**src/rtl/clock_time_keeper.sv**
```systemverilog
// ---------------------------------------------------------------------------
// clock_time_keeper
//   24 h BCD time keeper for the tube/LED display stage. A prescaler derives
//   a 1 Hz tick from clk. Two debounced push keys let the user set hours and
//   minutes of either the running time or the alarm. A registered flag
//   reports an alarm match and holds for one minute.
//
// Ports
//   clk          system clock
//   rst_n        synchronous, active-low reset
//   sw0          1 = auto run, 0 = manual set          (asynchronous switch)
//   sw1          set mode target: 1 = time, 0 = alarm  (asynchronous switch)
//   key_hour_n   raw hour key, active-low, bouncy
//   key_min_n    raw minute key, active-low, bouncy
//   secL..hourH  BCD display digits (alarm hh:mm:00 while setting the alarm)
//   tick_1hz     one-cycle pulse per second tick
//   alarm_hit    alarm match flag, held for 60 ticks
// ---------------------------------------------------------------------------
module clock_time_keeper #(
  parameter int TICK_DIV  = 50_000_000,
  parameter int DB_CYCLES = 1_000_000
) (
  input  logic       clk,
  input  logic       rst_n,
  input  logic       sw0,
  input  logic       sw1,
  input  logic       key_hour_n,
  input  logic       key_min_n,
  output logic [3:0] secL,
  output logic [3:0] secH,
  output logic [3:0] minL,
  output logic [3:0] minH,
  output logic [3:0] hourL,
  output logic [3:0] hourH,
  output logic       tick_1hz,
  output logic       alarm_hit
);

  localparam int PW = (TICK_DIV  > 1) ? $clog2(TICK_DIV)  : 1;
  localparam int DW = (DB_CYCLES > 1) ? $clog2(DB_CYCLES) : 1;
  localparam logic [PW-1:0] TICK_LAST = PW'(TICK_DIV - 1);
  localparam logic [DW-1:0] DB_LAST   = DW'(DB_CYCLES - 1);

  // Two BCD digits: tens in h, units in l.
  typedef struct packed {
    logic [3:0] h;
    logic [3:0] l;
  } bcd2_t;

  // Increment a two-digit BCD value, wrapping to 00 after 'last'.
  function automatic bcd2_t inc_bcd(input bcd2_t v, input bcd2_t last);
    bcd2_t r;
    if (v == last) begin
      r = '0;
    end else if (v.l == 4'd9) begin
      r.h = v.h + 4'd1;
      r.l = 4'd0;
    end else begin
      r.h = v.h;
      r.l = v.l + 4'd1;
    end
    return r;
  endfunction

  // ---------------- input synchronisers ----------------
  logic [3:0] raw, meta, syncd;
  logic       sw0_s, sw1_s;
  logic [1:0] key_s;                 // [0] = hour, [1] = minute

  assign raw   = {key_min_n, key_hour_n, sw1, sw0};
  assign sw0_s = syncd[0];
  assign sw1_s = syncd[1];
  assign key_s = syncd[3:2];

  // NOTE: state registers use non-blocking assignments so every flop samples
  // the pre-edge value of the others; blocking here would collapse the
  // two synchroniser stages into one.
  always_ff @(posedge clk) begin
    if (!rst_n) begin
      meta  <= '1;
      syncd <= '1;
    end else begin
      meta  <= raw;
      syncd <= meta;
    end
  end

  // ---------------- debounce ----------------
  // The counter only runs while the synced level disagrees with the accepted
  // level, so any bounce back restarts the qualification window.
  logic [1:0]         key_stable;
  logic [1:0]         press;
  logic [1:0][DW-1:0] db_cnt;

  always_ff @(posedge clk) begin
    if (!rst_n) begin
      key_stable <= '1;
      press      <= '0;
      db_cnt     <= '0;
    end else begin
      for (int i = 0; i < 2; i++) begin
        press[i] <= 1'b0;
        if (key_s[i] == key_stable[i]) begin
          db_cnt[i] <= '0;
        end else if (db_cnt[i] == DB_LAST) begin
          db_cnt[i]     <= '0;
          key_stable[i] <= key_s[i];
          // Accepted level flips; old level 1 means this is a 1->0 press.
          press[i]      <= key_stable[i];
        end else begin
          db_cnt[i] <= db_cnt[i] + DW'(1);
        end
      end
    end
  end

  // ---------------- prescaler ----------------
  logic [PW-1:0] pre_cnt;

  assign tick_1hz = sw0_s && (pre_cnt == TICK_LAST);

  always_ff @(posedge clk) begin
    if (!rst_n || !sw0_s || tick_1hz) pre_cnt <= '0;
    else                              pre_cnt <= pre_cnt + PW'(1);
  end

  // ---------------- time and alarm registers ----------------
  bcd2_t sec_q, min_q, hour_q, al_min_q, al_hour_q;
  bcd2_t sec_nx, min_nx, hour_nx;

  // NOTE: every output of this block gets a default first, so no path leaves
  // a value unassigned and no latch is inferred.
  always_comb begin
    sec_nx  = inc_bcd(sec_q, 8'h59);
    min_nx  = min_q;
    hour_nx = hour_q;
    if (sec_q == 8'h59) begin
      min_nx = inc_bcd(min_q, 8'h59);
      if (min_q == 8'h59) hour_nx = inc_bcd(hour_q, 8'h23);
    end
  end

  always_ff @(posedge clk) begin
    if (!rst_n) begin
      sec_q     <= '0;
      min_q     <= '0;
      hour_q    <= '0;
      al_min_q  <= '0;
      al_hour_q <= '0;
    end else if (sw0_s) begin
      if (tick_1hz) begin
        sec_q  <= sec_nx;
        min_q  <= min_nx;
        hour_q <= hour_nx;
      end
    end else if (sw1_s) begin
      // Manual minute set never carries into hours; seconds stay as they are.
      if (press[1]) min_q  <= inc_bcd(min_q, 8'h59);
      if (press[0]) hour_q <= inc_bcd(hour_q, 8'h23);
    end else begin
      if (press[1]) al_min_q  <= inc_bcd(al_min_q, 8'h59);
      if (press[0]) al_hour_q <= inc_bcd(al_hour_q, 8'h23);
    end
  end

  // ---------------- alarm flag ----------------
  // Compare against the value the tick is about to load, so the flag rises
  // on the same edge the matching time appears.
  logic       match_nx;
  logic [5:0] hit_cnt;

  assign match_nx = (sec_nx == 8'h00) && (min_nx == al_min_q) &&
                    (hour_nx == al_hour_q);

  always_ff @(posedge clk) begin
    if (!rst_n || !sw0_s || (|press)) begin
      alarm_hit <= 1'b0;
      hit_cnt   <= '0;
    end else if (tick_1hz) begin
      if (match_nx) begin
        alarm_hit <= 1'b1;
        hit_cnt   <= '0;
      end else if (alarm_hit) begin
        if (hit_cnt == 6'd59) alarm_hit <= 1'b0;
        else                  hit_cnt   <= hit_cnt + 6'd1;
      end
    end
  end

  // ---------------- display select ----------------
  logic show_alarm;

  assign show_alarm = !sw0_s && !sw1_s;
  assign {hourH, hourL, minH, minL, secH, secL} =
      show_alarm ? {al_hour_q, al_min_q, 8'h00} : {hour_q, min_q, sec_q};

endmodule

```
**config.mk**
```make
export PLATFORM = sky130hd
export DESIGN_NAME = clock_time_keeper
export DESIGN_NICKNAME = d
export VERILOG_FILES = /design/src/rtl/clock_time_keeper.sv
export SDC_FILE = /design/constraint.sdc
export NUM_CORES = 1
export LEC_CHECK = 0
export ABC_AREA = 1
export CAP_MARGIN = 20
export CORE_MARGIN = 5
export CORE_UTILIZATION = 60
export CTS_BUF_LIST = sky130_fd_sc_hd__clkbuf_8
export DETAILED_ROUTE_END_ITERATION = 10
export DONT_BUFFER_PORTS = 1
export PLACE_DENSITY_LB_ADDON = 0.12
export RECOVER_POWER = 50
export SYNTH_ARGS = -nofsm -noshare
export SYNTH_HDL_FRONTEND = slang
export SYNTH_SLANG_ARGS = --single-unit
```
**constraint.sdc**
```tcl
create_clock -name clk -period 2.3 [get_ports clk]
set_clock_uncertainty 0.2 [all_clocks]
set_input_delay 0.46 -clock clk [delete_from_list [all_inputs] [get_ports clk]]
set_output_delay 0.46 -clock clk [all_outputs]
set_load 0.005 [all_outputs]
```
==> Word level (Yosys, flattened, before mapping) <==
Index checks and enable logic that the tools add are counted.
{ "classes": {"n_addsub": 14, "n_eq_ne": 20, "muxes": 28, "n_bitwise": 7, "reduce_logical": 32} }
{ "ops": {"columns": ["cell", "count"], "rows": [
  ["2-to-1 mux 8 bit", 21],
  ["adder 20 x 1 -> 20 bit, second input constant", 2],
  ["adder 4 x 1 -> 4 bit, second input constant", 10],
  ["== test 20 bit, second input constant", 2],
  ["adder 26 x 1 -> 26 bit, second input constant", 1],
  ["== test 26 bit, second input constant", 1],
  ["== test 8 x 7 -> 1 bit, second input constant", 3],
  ["2-to-1 mux 24 bit", 1],
  ["== test 4 bit, second input constant", 5],
  ["2-to-1 mux 6 bit", 3],
  ["== test 8 x 6 -> 1 bit, second input constant", 2],
  ["== test 8 bit", 2],
  ["AND reduction 3 bit", 5],
  ["nonzero test 2 bit", 6],
  ["OR reduction 3 bit", 4],
  ["logical NOT 8 bit", 1],
  ["AND reduction 4 bit", 2],
  ["NOT 1 bit", 7],
  ["adder 6 x 1 -> 6 bit, second input constant", 1],
  ["== test 6 bit, second input constant", 1],
  ["AND reduction 2 bit", 3],
  ["logical AND 1 bit", 4],
  ["!= test 2 bit, second input constant", 2],
  ["logical NOT 1 bit", 3],
  ["4 further kinds", 9]
]} }
{ "word_totals": {"reg_bits": 125} }

==> Longest topological paths before layout <==
{ "depth": {"depth_word": 9, "ltp_mapped": 19} }

==> Least setup slack after synthesis <==
OpenSTA, ideal clock, no wires.
{ "synth_timing": {"kind": "register -> register", "startpoint": "register min_q[0] (netlist name)", "endpoint": "register hit_cnt[1]", "setup_ns": 0.120, "arrival_ns": 1.984, "slack_ns": -0.003, "path_stages_with_launch": 17, "period_less_slack_ns": 2.303, "cell_sequence": "dfxtp_1 > ha_1 > nand2_2 > nor2_4 > nand3_4 > nor2_4 > buf_6 > nand2_4 > nand2_4 > xor2_2 > nand3_1 > nor2_1 > nand3_2 > nand2_2 > nand2_2 > nand2_1 > a21oi_1"} }
{ "synth_via": {"elab_chain_len": 9, "word_cells_on_any_way": 16} }
{ "synth_rtl": {"columns": ["item", "line", "source"], "rows": [
  ["start, declared", "128", "bcd2_t sec_q, min_q, hour_q, al_min_q, al_hour_q;"],
  ["start signal, assigned", "153", "min_q <= min_nx;"],
  ["start signal, assigned", "158", "if (press[1]) min_q <= inc_bcd(min_q, 8'h59);"],
  ["adder 4 x 1 -> 4 bit or == test 4 bit (tied branches)", "60, 55", null],
  ["2-to-1 mux 8 bit (2 in series)", null, null],
  ["2-to-1 mux 8 bit", "137", "if (sec_q == 8'h59) begin"],
  ["== test 8 bit", "172", "assign match_nx = (sec_nx == 8'h00) && (min_nx == al_min_q) &&"],
  ["logical AND 1 bit", "172", null],
  ["logical AND 1 bit *", "172", null],
  ["!= test 2 bit (no source line) or nonzero test 2 bit (tied branches)", null, null],
  ["AND reduction 3 bit (no source line)", null, null],
  ["end signal, assigned", "185", "else hit_cnt <= hit_cnt + 6'd1;"],
  ["end, declared", "170", "logic [5:0] hit_cnt;"]
]} }
Every way passes the cells marked *; elsewhere a longest branch is shown, timed or not.
A chain may end at the register's enable or synchronous reset.

==> Worst setup path after layout <==
{ "layout_timing": {"startpoint": "register db_cnt[1] (netlist name)", "endpoint": "register db_cnt[19] (netlist name)"} }
{ "layout_via": {"elab_chain_len": 2, "word_cells_on_any_way": 3} }
{ "layout_rtl": {"columns": ["item", "line", "source"], "rows": [
  ["start, declared", "93", "logic [1:0][DW-1:0] db_cnt;"],
  ["start signal, assigned by index", "111", "db_cnt[i] <= db_cnt[i] + DW'(1);"],
  ["parallel branches: the longest is 2 deep, another holds adder 20 x 1 -> 20 bit", null, null]
]} }
Parallel ways; which one is timed is not known.

==> results.txt <==
The post-detailed-route count of antenna-violating nets is 0. The mux share of post-synthesis cell area came out at 0%. After synthesis, the largest family of logic cells by area is simple AND/OR/NAND/NOR gates. The synthesized netlist devotes 2.49% of its cell area to XOR and XNOR gates.

The switching part of the total came out at 23.2%. The number of antenna violations at the first check in global routing came to 0. The cell depth of the worst hold path came out at 2. TritonCTS created 17 clock buffers. The max capacitance violation total is 0. The required time of the worst setup path came out at 2.44 ns. The buffers plus inverters on the worst setup path is 1. The final count of negative-setup-slack endpoints is 10.

The flow ran to the end, but the final reports show violations. The antenna diode count came out at 0. For the pin with the worst max-slew slack, the measured transition is 1.32 ns. The total half-perimeter wirelength after legalization and detailed placement came out at 13700 µm. The final critical-path setup slack came out at -0.243 ns. The number of distinct standard cells referenced by the synthesized netlist came out at 47. The cell area after synthesis is 7330 µm². The share of flip-flops with an asynchronous set or reset after synthesis is 0%. The number of I/O port buffers is 0.

The number of sinks handled by clock tree synthesis came out at 125. The maximum single-stage delay on the critical path is 0.36 ns. The number of hold violations in the final report came out at 0. The floorplan step defined a die boundary enclosing 14500 µm². Of all nets on the critical path, the largest fanout is 3. The standby leakage power came out at 4.04 nW. The compound-gate portion of the synthesized area is 11.3%. The logic depth of the worst register-to-register path came out at 12.

Across all layers, the routed design uses 8011 vias. The flop-to-flop setup slack came out at -0.24 ns. The first TritonRoute pass finished after 6 iterations. In this run the critical register-to-register path is captured at db_cnt[19]. The routed length per placed instance is 15.7 µm.

The number of synthesized register bits came out at 125. Clock tree synthesis selected as its root buffer the cell clkbuf_8. The area growth from synthesis to layout is 33.0%. For this run the aggregate overflow at the end of global routing stands at 0.

The relative contribution of the clock network to total power came out at 44.7%. The proportion of layout cells with a drive suffix above 1 is 29.7%. The analysis attributes to net switching a power of 0.000963 W. Traced cell by cell, the critical path runs through buf_6, nand3_4, nor2_4, nand4_1, nor2_2, nand3_2, nor3_2, nand2_1, nor3b_2, nand2_1, nor2_2, nor3b_2. The final period utilization is 111%. The gate count after technology mapping is 1085. The number of nets in the final layout is 1269. The number of buffers on the longest clock path is 2.

The kind of cell adding the most delay to the critical path is simple AND/OR/NAND/NOR gates. At the end of routability-driven placement, the weighted congestion stood at 0.887. The maximum number of pins on one net before global-route repair is 40. The worst hold path terminates at al_hour_q[3].

Leaving out fill and tap cells, the most frequent cell in the layout is nand2_1. The clock latency reported for the late side of the worst-skew pair came out at 0.46 ns. The average cell area after synthesis came out at 6.75 µm².

The class of the worst hold path is in -> reg. Headroom to the max-slew limit came out at 12.0%. The maximum level of the CTS H-tree is 4. The standard cell with the maximum stage delay on the critical path is dfxtp_4. The area share of fa/ha/maj cells after synthesis is 4.10%. The floorplan die width came out at 121 µm. The number of violations reported at the end of detailed-routing iteration 0 came out at 798. The number of nets in the synthesized netlist is 1115.

The number of non-filler instances in the completed layout came out at 1396. The highest achievable clock rate came out at 0.393 GHz. The fraction of the yosys area taken by sequential cells came out at 34.2%.

The number of synthesis warnings is 0. The final reports fail on negative setup slack. The number of flops mapped to enable cells by yosys is 0. The utilization after layout came out at 81.1%. The total routed wirelength is 21900 µm. Once placement completed, the tool counted placed cells totaling 1320. The internal power of the cells is 0.00319 W.

The floorplan has 40 rows. The worst setup path is captured at a flip-flop. Dividing total power by cell area gives a power density of 426 nW/µm². Clock-pin slew was measured on the worst setup and hold paths at 0.07 ns. The maximum vdd drop came out at 410 µV. Of the total power, registers draw 52.6%. The signal arrival time at the worst endpoint came out at 2.69 ns. The via count of the first global-routing pass is 7208. The startpoint-to-endpoint class of the critical path is reg -> reg. Pin placement for this block handled 32 I/O pins. After Yosys synthesis, and, or, nand and nor cells account for 38.8% of the synthesized area. The clock period minus worst slack is 2.54 ns.

The first-pass GRT wire length came out at 33100 µm. The initial utilization of the core area, before any placement, comes to 61.0%. The height of the chip is 121 µm. The floorplan step defined a core boundary enclosing 12000 µm². The logic gate share of total power is 2.7%.

The top cell types in the final layout, fill and taps aside, are 211 x nand2_1, 138 x buf_4, 126 x inv_1, 109 x dfxtp_1, 97 x nor2_1. Setup repair after global routing could not meet its margin everywhere. The total routing resource utilization after global routing is 27.7%. The TritonCTS clock tree is yes. Among all flip-flop cells after synthesis, the most frequent one is dfxtp_1. The startpoint identified for the worst hold timing path is rst_n.

The number of design rule violations left after detail routing came out at 0. The pre-CTS setup slack is -0.169 ns. The final total power came out at 0.00415 W. The worst register-to-register path begins at db_cnt[1]. The total count of max-transition violations in the final report came out at 0. The ratio of routed vias to standard cells came out at 5.74.

The worst setup path is launched from a flip-flop.
-- per-stage QoR --
stage | TNS (ns) | hold WS [ns] | cell area, µm²
global route | -3.91 | 0.0305 | 9740
detailed placement | -1.06 | 0.198 | 8310
floorplan | 0 | 0.193 | 7330
finish | -1.47 | 0.0506 | 9740
CTS | -0.468 | 0.0323 | 9120
global placement | -0.734 | 0.197 | 8310
-- cell type report --
cell class,instances,area (µm²)
Clock buffer,22,303
Clock inverter,7,65.1
Fill cell,777,2270
Inverter,138,519
Multi-Input combinational cell,793,4760
Sequential cell,125,2530
Tap cell,147,184
Timing Repair Buffer,164,1380
-- power by group through the flow --
stage                     Sequential, W  Combinational, W  Clock (W)
final                           0.00218          0.000111    0.00186
after global routing            0.00218          0.000122    0.00198
after CTS                       0.00219          0.000105    0.00186
after detailed placement        0.00223         0.0000880          0
after global placement          0.00223         0.0000859          0
after floorplan                 0.00223         0.0000581          0
-- state kept, by name, summed over array words and instances, names as in the netlist, 6 cells and up --
signal,flops
al_hour_q,8
al_min_q,8
db_cnt,40
hit_cnt,6
hour_q,8
min_q,8
pre_cnt,26
sec_q,8
-- kinds of logic after synthesis --
kind of cell | count (synthesis)
compound gates | 144
xor+xnor | 20
fa+ha+maj | 24
buf+inv | 167
flops | 125
simple gates | 605
-- what timing repair did --
item / in CTS / in global routing
hold buffers: 5 / 0
pin swaps: 24 / 49
resized for setup: 71 / 113
setup buffers: 17 / 23
endpoints found under the hold margin: 30 / 0
gates cloned: 2 / 1
endpoints found under the setup margin: 11 / 44
-- how the worst max path moves through the flow --
stage | start | endpoint | slack (ns) | depth (start not counted)
after detailed placement | sec_q[1] | hit_cnt[3] | -0.17 | 18
after global placement | sec_q[1] | hit_cnt[3] | -0.14 | 18
after global routing | db_cnt[1] | db_cnt[19] | -0.41 | 12
after floorplan | min_q[1] | hit_cnt[1] | 0.03 | 17
after CTS | min_q[1] | hit_cnt[2] | -0.09 | 20
final | db_cnt[1] | db_cnt[19] | -0.24 | 12
-- metal layers --
metal | vias up | routed length [µm] | global-route usage (%)
li1 | 3894 | - | -
met1 | 3711 | 8880 | 33.8
met2 | 346 | 10800 | 47.0
met3 | 60 | 1600 | 5.80
met4 | 0 | 632 | 12.0
met5 | - | 0 | 0
-- synthesized netlist by cell type, drive strengths merged (2+ instances only) --
library cell | count | area (µm²)
o21ai | 46 | 230
or2 | 9 | 56.3
o21a | 5 | 37.5
o211ai | 5 | 37.5
a211oi | 4 | 30.0
nor3 | 42 | 246
nand4 | 35 | 219
o32ai | 2 | 17.5
clkbuf | 17 | 63.8
o31ai | 2 | 15.0
nand2 | 254 | 986
xnor2 | 6 | 52.6
o21bai | 8 | 60.1
dfxtp | 125 | 2500
a31oi | 15 | 93.8
a21oi | 53 | 269
nand3 | 100 | 558
inv | 137 | 514
nor3b | 15 | 123
xor2 | 14 | 130
nor4 | 11 | 75.1
nor2 | 138 | 576
ha | 24 | 300
buf | 12 | 85.1
-- worst register-to-register path: stages (launching register included) --
cell     delay (ns)
dfxtp_4        0.36
buf_6          0.10
nand3_4        0.08
nor2_4         0.16
nand4_1        0.16
nor2_2         0.24
nand3_2        0.16
nor3_2         0.24
nand2_1        0.11
nor3b_2        0.27
nand2_1        0.16
nor2_2         0.15
nor3b_2        0.06
No activity file was read; power rests on OpenSTA's default activity.
